**config.mk**
```make
export PLATFORM = sky130hd
export DESIGN_NAME = pc_unit
export DESIGN_NICKNAME = d
export VERILOG_FILES = /design/src/rtl/pc_unit_pkg.sv /design/src/rtl/pc_unit_ras_stack.sv /design/src/rtl/pc_unit.sv
export SDC_FILE = /design/constraint.sdc
export NUM_CORES = 1
export LEC_CHECK = 0
export BUFFER_PORTS_ARGS = -buffer_cell sky130_fd_sc_hd__buf_2
export CORE_AREA = 5 5 143 145
export DETAILED_ROUTE_END_ITERATION = 16
export DIE_AREA = 0 0 148 150
export SLEW_MARGIN = 20
export SYNTH_ARGS = -nofsm -noshare
export SYNTH_HDL_FRONTEND = slang
export SYNTH_SLANG_ARGS = --single-unit
```
**constraint.sdc**
```tcl
create_clock -name clock -period 4.3 [get_ports clock]
set_clock_uncertainty 0.05 [all_clocks]
set_input_delay 0.86 -clock clock [delete_from_list [all_inputs] [get_ports clock]]
set_output_delay 0.86 -clock clock [all_outputs]
set_load 0.05 [all_outputs]
```
**src/rtl/pc_unit_pkg.sv**
```systemverilog
// Shared defaults and the next-PC source encoding for the fetch PC unit.
package pc_unit_pkg;

  localparam int          XLEN_DEF         = 32;
  localparam int          INST_BYTES_DEF   = 4;
  localparam int          RAS_DEPTH_DEF    = 4;
  localparam logic [31:0] RESET_VECTOR_DEF = 32'h0000_0000;
  localparam logic [31:0] TRAP_VECTOR_DEF  = 32'h0000_0100;

  // Winning source of the next fetch address, highest priority first.
  typedef enum logic [2:0] {
    SRC_TRAP,
    SRC_REDIRECT,
    SRC_HOLD,
    SRC_RAS,
    SRC_SEQ
  } next_src_e;

endpackage

```
**src/rtl/pc_unit_ras_stack.sv**
```systemverilog
// Circular return-address stack. The top pointer indexes the newest entry;
// pushing past capacity overwrites the oldest entry and saturates the count.
module pc_unit_ras_stack #(
  parameter int W     = 32,
  parameter int DEPTH = 4,
  localparam int PW   = $clog2(DEPTH),
  localparam int CW   = $clog2(DEPTH) + 1
) (
  input  logic          clock,
  input  logic          reset,
  input  logic          clear,
  input  logic          push,
  input  logic          pop,
  input  logic [W-1:0]  push_data,
  output logic [W-1:0]  top,
  output logic [CW-1:0] count
);

  logic [W-1:0]  mem [DEPTH];
  logic [PW-1:0] top_ptr;
  logic          replace;

  // push+pop on a non-empty stack swaps the top entry in place
  assign replace = push && pop && (count != '0);
  assign top     = mem[top_ptr];

  // entry storage: written on replace (at top) or push (one above top)
  always_ff @(posedge clock) begin
    if (!clear) begin
      if (replace)   mem[top_ptr]              <= push_data;
      else if (push) mem[top_ptr + PW'(1)]     <= push_data;
    end
  end

  // pointer and occupancy tracking
  always_ff @(posedge clock or posedge reset) begin
    if (reset) begin
      top_ptr <= '0;
      count   <= '0;
    end else if (clear) begin
      top_ptr <= '0;
      count   <= '0;
    end else if (replace) begin
      top_ptr <= top_ptr;
    end else if (push) begin
      top_ptr <= top_ptr + PW'(1);
      if (count != CW'(DEPTH)) count <= count + CW'(1);
    end else if (pop && count != '0) begin
      top_ptr <= top_ptr - PW'(1);
      count   <= count - CW'(1);
    end
  end

endmodule

```
**src/rtl/pc_unit.sv**
```systemverilog
// Fetch program counter with prioritised next-PC selection and a return-address
// stack for predicted returns. Drives the instruction-memory address.
module pc_unit
  import pc_unit_pkg::*;
#(
  parameter int              XLEN         = XLEN_DEF,
  parameter logic [XLEN-1:0] RESET_VECTOR = XLEN'(RESET_VECTOR_DEF),
  parameter logic [XLEN-1:0] TRAP_VECTOR  = XLEN'(TRAP_VECTOR_DEF),
  parameter int              INST_BYTES   = INST_BYTES_DEF,
  parameter int              RAS_DEPTH    = RAS_DEPTH_DEF,
  localparam int             CW           = $clog2(RAS_DEPTH) + 1
) (
  input  logic            clock,
  input  logic            reset,
  input  logic            stall,
  input  logic            redirect_valid,
  input  logic [XLEN-1:0] redirect_target,
  input  logic            trap_valid,
  input  logic            call,
  input  logic            ret,
  output logic [XLEN-1:0] pc,
  output logic            flush,
  output logic            misaligned,
  output logic [CW-1:0]   ras_count
);

  localparam logic [XLEN-1:0] LOW_BITS = XLEN'(INST_BYTES - 1);

  next_src_e       src;
  logic [XLEN-1:0] seq_pc;
  logic [XLEN-1:0] next_pc;
  logic [XLEN-1:0] ras_top;
  logic            ras_push;
  logic            ras_pop;
  logic            target_unaligned;

  assign seq_pc           = pc + XLEN'(INST_BYTES);
  assign target_unaligned = |(redirect_target & LOW_BITS);

  // priority select; RAS only moves when fetch actually advances
  always_comb begin
    src = SRC_SEQ;
    if (trap_valid)                        src = SRC_TRAP;
    else if (redirect_valid)               src = SRC_REDIRECT;
    else if (stall)                        src = SRC_HOLD;
    else if (ret && ras_count != '0)       src = SRC_RAS;

    ras_push = call && (src == SRC_RAS || src == SRC_SEQ);
    ras_pop  = (src == SRC_RAS);

    next_pc = seq_pc;
    case (src)
      SRC_TRAP:     next_pc = TRAP_VECTOR;
      SRC_REDIRECT: next_pc = redirect_target & ~LOW_BITS;
      SRC_HOLD:     next_pc = pc;
      SRC_RAS:      next_pc = ras_top;
      default:      next_pc = seq_pc;
    endcase
  end

  // PC and status outputs
  always_ff @(posedge clock or posedge reset) begin
    if (reset) begin
      pc         <= RESET_VECTOR;
      flush      <= 1'b0;
      misaligned <= 1'b0;
    end else begin
      pc         <= next_pc;
      flush      <= trap_valid | redirect_valid;
      misaligned <= redirect_valid & ~trap_valid & target_unaligned;
    end
  end

  pc_unit_ras_stack #(
    .W     (XLEN),
    .DEPTH (RAS_DEPTH)
  ) u_ras (
    .clock     (clock),
    .reset     (reset),
    .clear     (trap_valid),
    .push      (ras_push),
    .pop       (ras_pop),
    .push_data (seq_pc),
    .top       (ras_top),
    .count     (ras_count)
  );

endmodule

```
Word-level counts from Yosys, hierarchy flattened:

Memories as Yosys holds them, arrays and structs flattened.
Index checks and enable logic that the tools add are counted.

* bits in registers: 39
* memories: 1
* input port bits: 39
* memory bits (writable): 128
* output and inout port bits: 37

Memory list
* u_ras.mem: words 4, width 32, rd ports 1, clocked after memory_dff 0, write ports 1, line pc_unit_ras_stack.sv:19 `logic [W-1:0] mem [DEPTH];`

* equality and inequality tests: 7
* muxes and demuxes: 24
* bitwise operators: 4
* reductions and logical operators: 13
* add/subtract/negate cells: 5

Operators with widths (count)
* case mux 32 bit (4 select lines): 1
* adder 32 x 3 -> 32 bit, second input constant: 1
* 2-to-1 mux 32 bit: 1
* OR reduction 32 bit: 1
* 2-to-1 mux 3 bit: 9
* 2-to-1 mux 2 bit: 5
* 2-to-1 mux 1 bit: 8
* equality test 3 x 2 -> 1 bit, second input constant: 2
* inequality test 3 bit, second input constant: 2
* nonzero test 3 bit: 2
* logical AND 1 bit: 5
* adder 3 x 1 -> 3 bit, second input constant: 1
* equality test 3 x 1 -> 1 bit, second input constant: 1
* equality test 3 bit, second input constant: 1
* logical NOT 3 bit: 1
* AND reduction 3 bit: 1
* subtractor 3 x 1 -> 3 bit, second input constant: 1
* adder 2 x 1 -> 2 bit, second input constant: 1
* AND 1 bit: 2
* inequality test 2 bit, second input constant: 1
* AND reduction 2 bit: 1
* OR reduction 2 bit: 1
* subtractor 2 x 1 -> 2 bit, second input constant: 1
* logical OR 1 bit: 1
* 2 further kinds: 2

Logic depth before layout (Yosys ltp):

* word-level depth: 16
* gate-level depth with buffers: 8
* depth with buffers taken out: 7

Modules after synthesis:

Synthesis repeated with hierarchy kept, for this count alone.

* cell total of the unflattened synthesis: 509
* area, all modules: 7554.7 um^2

By module, submodules not included
* pc_unit_ras_stack: area each 5047.3 um^2, cells each 221, times used 1, sequential area each 3968.8 um^2
* pc_unit: area each 2507.4 um^2, cells each 288, times used 1, sequential area each 850.8 um^2

Worst setup path after synthesis:

No wires, ideal clock.

* path kind: input port to flip-flop
* from: input port trap_valid
* to: memory u_ras.mem[0][0], enable pin
* setup slack: 0.872 ns
* data arrival time: 2.946 ns
* buffers on the path: 0
* stages on the path: 3
* library setup time: 0.432 ns
* cells stage by stage: nor2_1 -> nand3_1 -> a21oi_1

* word-level cells in the longest chain between the ends: 11
* elaborated cells on any way between the ends: 17

Ends and longest elaborated chain
* start: declaration: line pc_unit.sv:18 `input logic trap_valid,`
* 2-to-1 mux 3 bit: line pc_unit.sv:43 `if (trap_valid) src = SRC_TRAP;`
* equality test 3 x 2 -> 1 bit or equality test 3 bit (tied branches): line pc_unit.sv:48, pc_unit.sv:49
* logical OR 1 bit: line pc_unit.sv:48 `ras_push = call && (src == SRC_RAS || src == SRC_SEQ);`
* logical AND 1 bit: line pc_unit.sv:48
* logical AND 1 bit (2 in series): line pc_unit_ras_stack.sv:24 `assign replace = push && pop && (count != '0);`
* 2-to-1 mux 1 bit: line pc_unit_ras_stack.sv:30 `if (replace) mem[top_ptr] <= push_data;`
* 2-to-1 mux 1 bit: line pc_unit_ras_stack.sv:29 `if (!clear) begin`
* 2-to-1 mux 1 bit (not written as such): line pc_unit_ras_stack.sv:31 `else if (push) mem[top_ptr + PW'(1)] <= push_data;`
* OR reduction 32 bit (no line)
* 2-to-1 mux 2 bit (no line) or 2-to-1 mux 1 bit (tied branches)
* end: declaration: line pc_unit_ras_stack.sv:19

Several ways; a longest one is shown, not always the timed one.

Worst setup path in the final report:

* from: input port redirect_valid
* to: memory u_ras.mem[3][15], enable pin

* word-level cells in the longest chain between the ends: 12
* elaborated cells on any way between the ends: 18

Ends and longest elaborated chain
* start: declaration: line pc_unit.sv:16 `input logic redirect_valid,`
* 2-to-1 mux 3 bit (*): line pc_unit.sv:44 `else if (redirect_valid) src = SRC_REDIRECT;`
* 2-to-1 mux 3 bit (*): line pc_unit.sv:43
* equality test 3 x 2 -> 1 bit or equality test 3 bit (tied branches): line pc_unit.sv:48, pc_unit.sv:49
* logical OR 1 bit: line pc_unit.sv:48
* logical AND 1 bit: line pc_unit.sv:48
* logical AND 1 bit (2 in series): line pc_unit_ras_stack.sv:24
* 2-to-1 mux 1 bit: line pc_unit_ras_stack.sv:30
* 2-to-1 mux 1 bit: line pc_unit_ras_stack.sv:29
* 2-to-1 mux 1 bit (not written as such): line pc_unit_ras_stack.sv:31
* OR reduction 32 bit (no line)
* 2-to-1 mux 2 bit (no line) or 2-to-1 mux 1 bit (tied branches)

Every way passes the cells marked *; elsewhere a longest branch is shown, timed or not.

==> key figures <==
Setup path
  – CP max FO: 32
  – Worst path max stage delay: 0.47 ns
  – Crit Path Class: input pin to flop
  – Worst EP required: 4.32 ns
  – CP Capture Type: flop
  – Reg2reg start: u_ras.count[0]$_DFFE_PP0P_
  – Slowest library cell on the worst path: buf_4
  – Setup crit start kind: input pin
  – Cells along the critical path: buf_2 > nor2_1 > nand3_1 > inv_2 > nand2_1 > nor2_4 > buf_4
  – CP arrival: 2.88 ns
  – Worst Setup SP: redirect_valid

STA
  – RSZ-0062 raised after global routing: no
  – Fmax: 349 MHz
  – Worst Max-Slew Pin Slew: 1.01 ns
  – Final period util: 66.6%
  – Fin Setup TNS: 0 ns
  – Min Tclk post-route: around 2.9 ns
  – Max-slew headroom: 32.9%
  – Final Max Slew Viols: 0
  – Final Hold Fails: 0
  – Final setup vio count: 0

Floorplanning
  – Core outline area: 0.0191 mm^2
  – Die Footprint: 0.0222 mm^2
  – Die W: between 100 and 150 um
  – Ports: 76
  – Num rows: a little over 50
  – Initial Util: about two fifths
  – Die extent in y: 150 um

GRT
  – Global-route wire length before repair: 29.6 mm
  – Initial antenna violation count: 0
  – Remaining global-route overflow: 0
  – Vias in the first global route: 5117
  – All-Layer GR Usage: 17.9%
  – Pin count of the biggest net entering global routing: 33

Power and ir drop
  – PwrDens: approximately 470 mW/mm^2
  – Worst IR Drop VDD: between 0.0002 and 0.0003 V
  – Leakage: approximately 3.2 nW
  – Total Power: between 4 and 5 mW

Logic synthesis
  – Number of synthesized flops with an enable pin: 128
  – Synth Warn #: 0
  – Post-Syn Area: 0.00747 mm^2
  – Gate Count Post-Synth: 501
  – Synth cell types: 62
  – Post-synth top area share: between 50% and 60%
  – Async set-reset flop share out of synthesis: 23.4%
  – Main area contributors after synthesis: edfxtp_1 (51%), dfrtp_1 (13%), mux4_2 (9.7%), xnor2_1 (1.9%), nand2_1 (1.8%)
  – Count leader, synth: edfxtp_1
  – Synth cell count leaders: edfxtp_1 (128), dfrtp_1 (39), nand2_1 (35), mux4_2 (32), nand3_1 (23)
  – Mapped Avg Cell Area: roughly 15 um^2
  – Syn Nets: 542
  – Post-synth top area cell: edfxtp_1
  – Synth Register Bits: 167
  – Seq/Total Area, Yosys: 64.5%
  – Main flop type after synthesis: edfxtp_1

CTS
  – Post_cts resized: 0
  – CTS tree: built
  – Post-CTS Setup Bufs: 0
  – Cts bufs inserted: 17
  – CTS Hold Buffers Added: 0
  – Worst skew pair latency: 0.43 ns
  – Reg clk slew, reported paths: approximately 0.07 ns
  – H-tree Lvls: 4
  – Root buf cell: clkbuf_16
  – Clk sink count: 167
  – Maximum clock path buffer count: 2

Detailed routing
  – Vias post-DR: between 4k and 5k
  – WL per Instance: roughly 24 um
  – First DRT Iteration DRCs: between 400 and 500
  – Final WL: 19.5 mm
  – Pre-antenna DRT Iters: 6
  – Via density: 5.90
  – Remaining antenna violation count after routing: 0
  – Residual DRC count: 0

Final layout
  – Filler instances: 1686
  – Antenna Cells: 0
  – Fraction of layout cells with a size suffix above 1: 31.0%
  – Fin nets: between 600 and 700
  – Area growth syn-to-layout: 16.9%

Hold path
  – HP Class: input pin to async pin

Place
  – Gpl congestion: just under 0.9
  – HPWL after DPL: 12.8 mm
  – Port bufs: between 70 and 80

Outcome
  – Status: finished clean

Flow run
  – Total of max-cap violations: 0
## layout make-up
type / instances / area (um^2) / share of cell area [%]
Clock buffer: 17 / 425 / 4.87
Sequential cell: 167 / 4820 / 55.3
Multi-Input combinational cell: 287 / 2480 / 28.4
Clock inverter: 15 / 190 / 2.18
Tap cell: 238 / 298 / 3.41
Timing Repair Buffer: 86 / 458 / 5.25
Inverter: 15 / 56.3 / 0.645
## worst max-delay path, delay by kind of cell
kind          cells  cell delay, ns
buf+inv           3            0.95
simple gates      4            1.04
## metal layers
| layer | vias up | global-route usage, % | routed length (um) |
|---|---|---|---|
| li1 | 2109 | - | - |
| met1 | 2525 | 22.3 | 7820 |
| met2 | 194 | 30.8 | 10000 |
| met3 | 36 | 3.33 | 1190 |
| met4 | 0 | 7.34 | 482 |
| met5 | - | 0 | 0 |
## cells by family after synthesis
logic type                 Yosys count  synth area share [%]
muxes                               34                  9.95
buffers and inverters               47                  2.73
DFF                                167                  64.5
and+or+nand+nor                    126                  8.83
xor gates and xnor gates            32                  3.85
adders and majority gates            2                 0.436
AOI/OAI and AO/OA                   93                  9.65
## state kept, by name (all words and copies together), names as in the netlist
signal         cells
u_ras.mem        128
u_ras.count        3
pc                32
u_ras.top_ptr      2
flush              1
misaligned         1
## per-stage QoR
| step | hold slack [ns] | cells | area (um^2) | setup WS [ns] | utilization (%) |
|---|---|---|---|---|---|
| global placement | 0.499 | 793 | 8110 | 1.10 | 42.5 |
| floorplan | 0.447 | 501 | 7470 | 0.872 | - |
| finish | 0.476 | 825 | 8730 | 1.44 | 45.7 |
| global route | 0.519 | 825 | 8730 | 1.32 | 45.7 |
| CTS | 0.481 | 825 | 8730 | 1.48 | 45.7 |
| detailed placement | 0.509 | 793 | 8110 | 1.01 | 42.5 |
## layout by cell type (no fill, tap or decap), types with 16 or more instances in the layout
cell type / count
edfxtp_1: 128
buf_2: 75
dfrtp_1: 37
nand2_1: 35
mux4_2: 32
nand3_1: 23
nor2_1: 18
clkbuf_16: 17
xnor2_1: 16
## final timing paths
kind	depth (start not counted)	slack, ns	end
hold / removal	2	0.48	pc[8]$_DFFE_PP0P_
max in group asynchronous	3	3.01	pc[15]$_DFFE_PP0P_
setup / recovery	7	1.44	u_ras.mem[3][15]$_DFFE_PP_
setup reg to reg	5	1.65	pc[18]$_DFFE_PP0P_
hold reg to reg	0	0.52	u_ras.mem[3][1]$_DFFE_PP_
min in group clock	0	0.52	u_ras.mem[3][1]$_DFFE_PP_
## report_power, final
| group | internal (mW) | leakage, nW | switching, mW | total, mW |
|---|---|---|---|---|
| sequential | 1.81 | 1.68 | 0.118 | 1.93 |
| combinational | 0.217 | 1.24 | 0.367 | 0.583 |
| clock | 0.928 | 0.300 | 0.666 | 1.59 |
| total | 2.96 | 3.22 | 1.15 | 4.11 |
No activity file was read; power rests on OpenSTA's default activity.
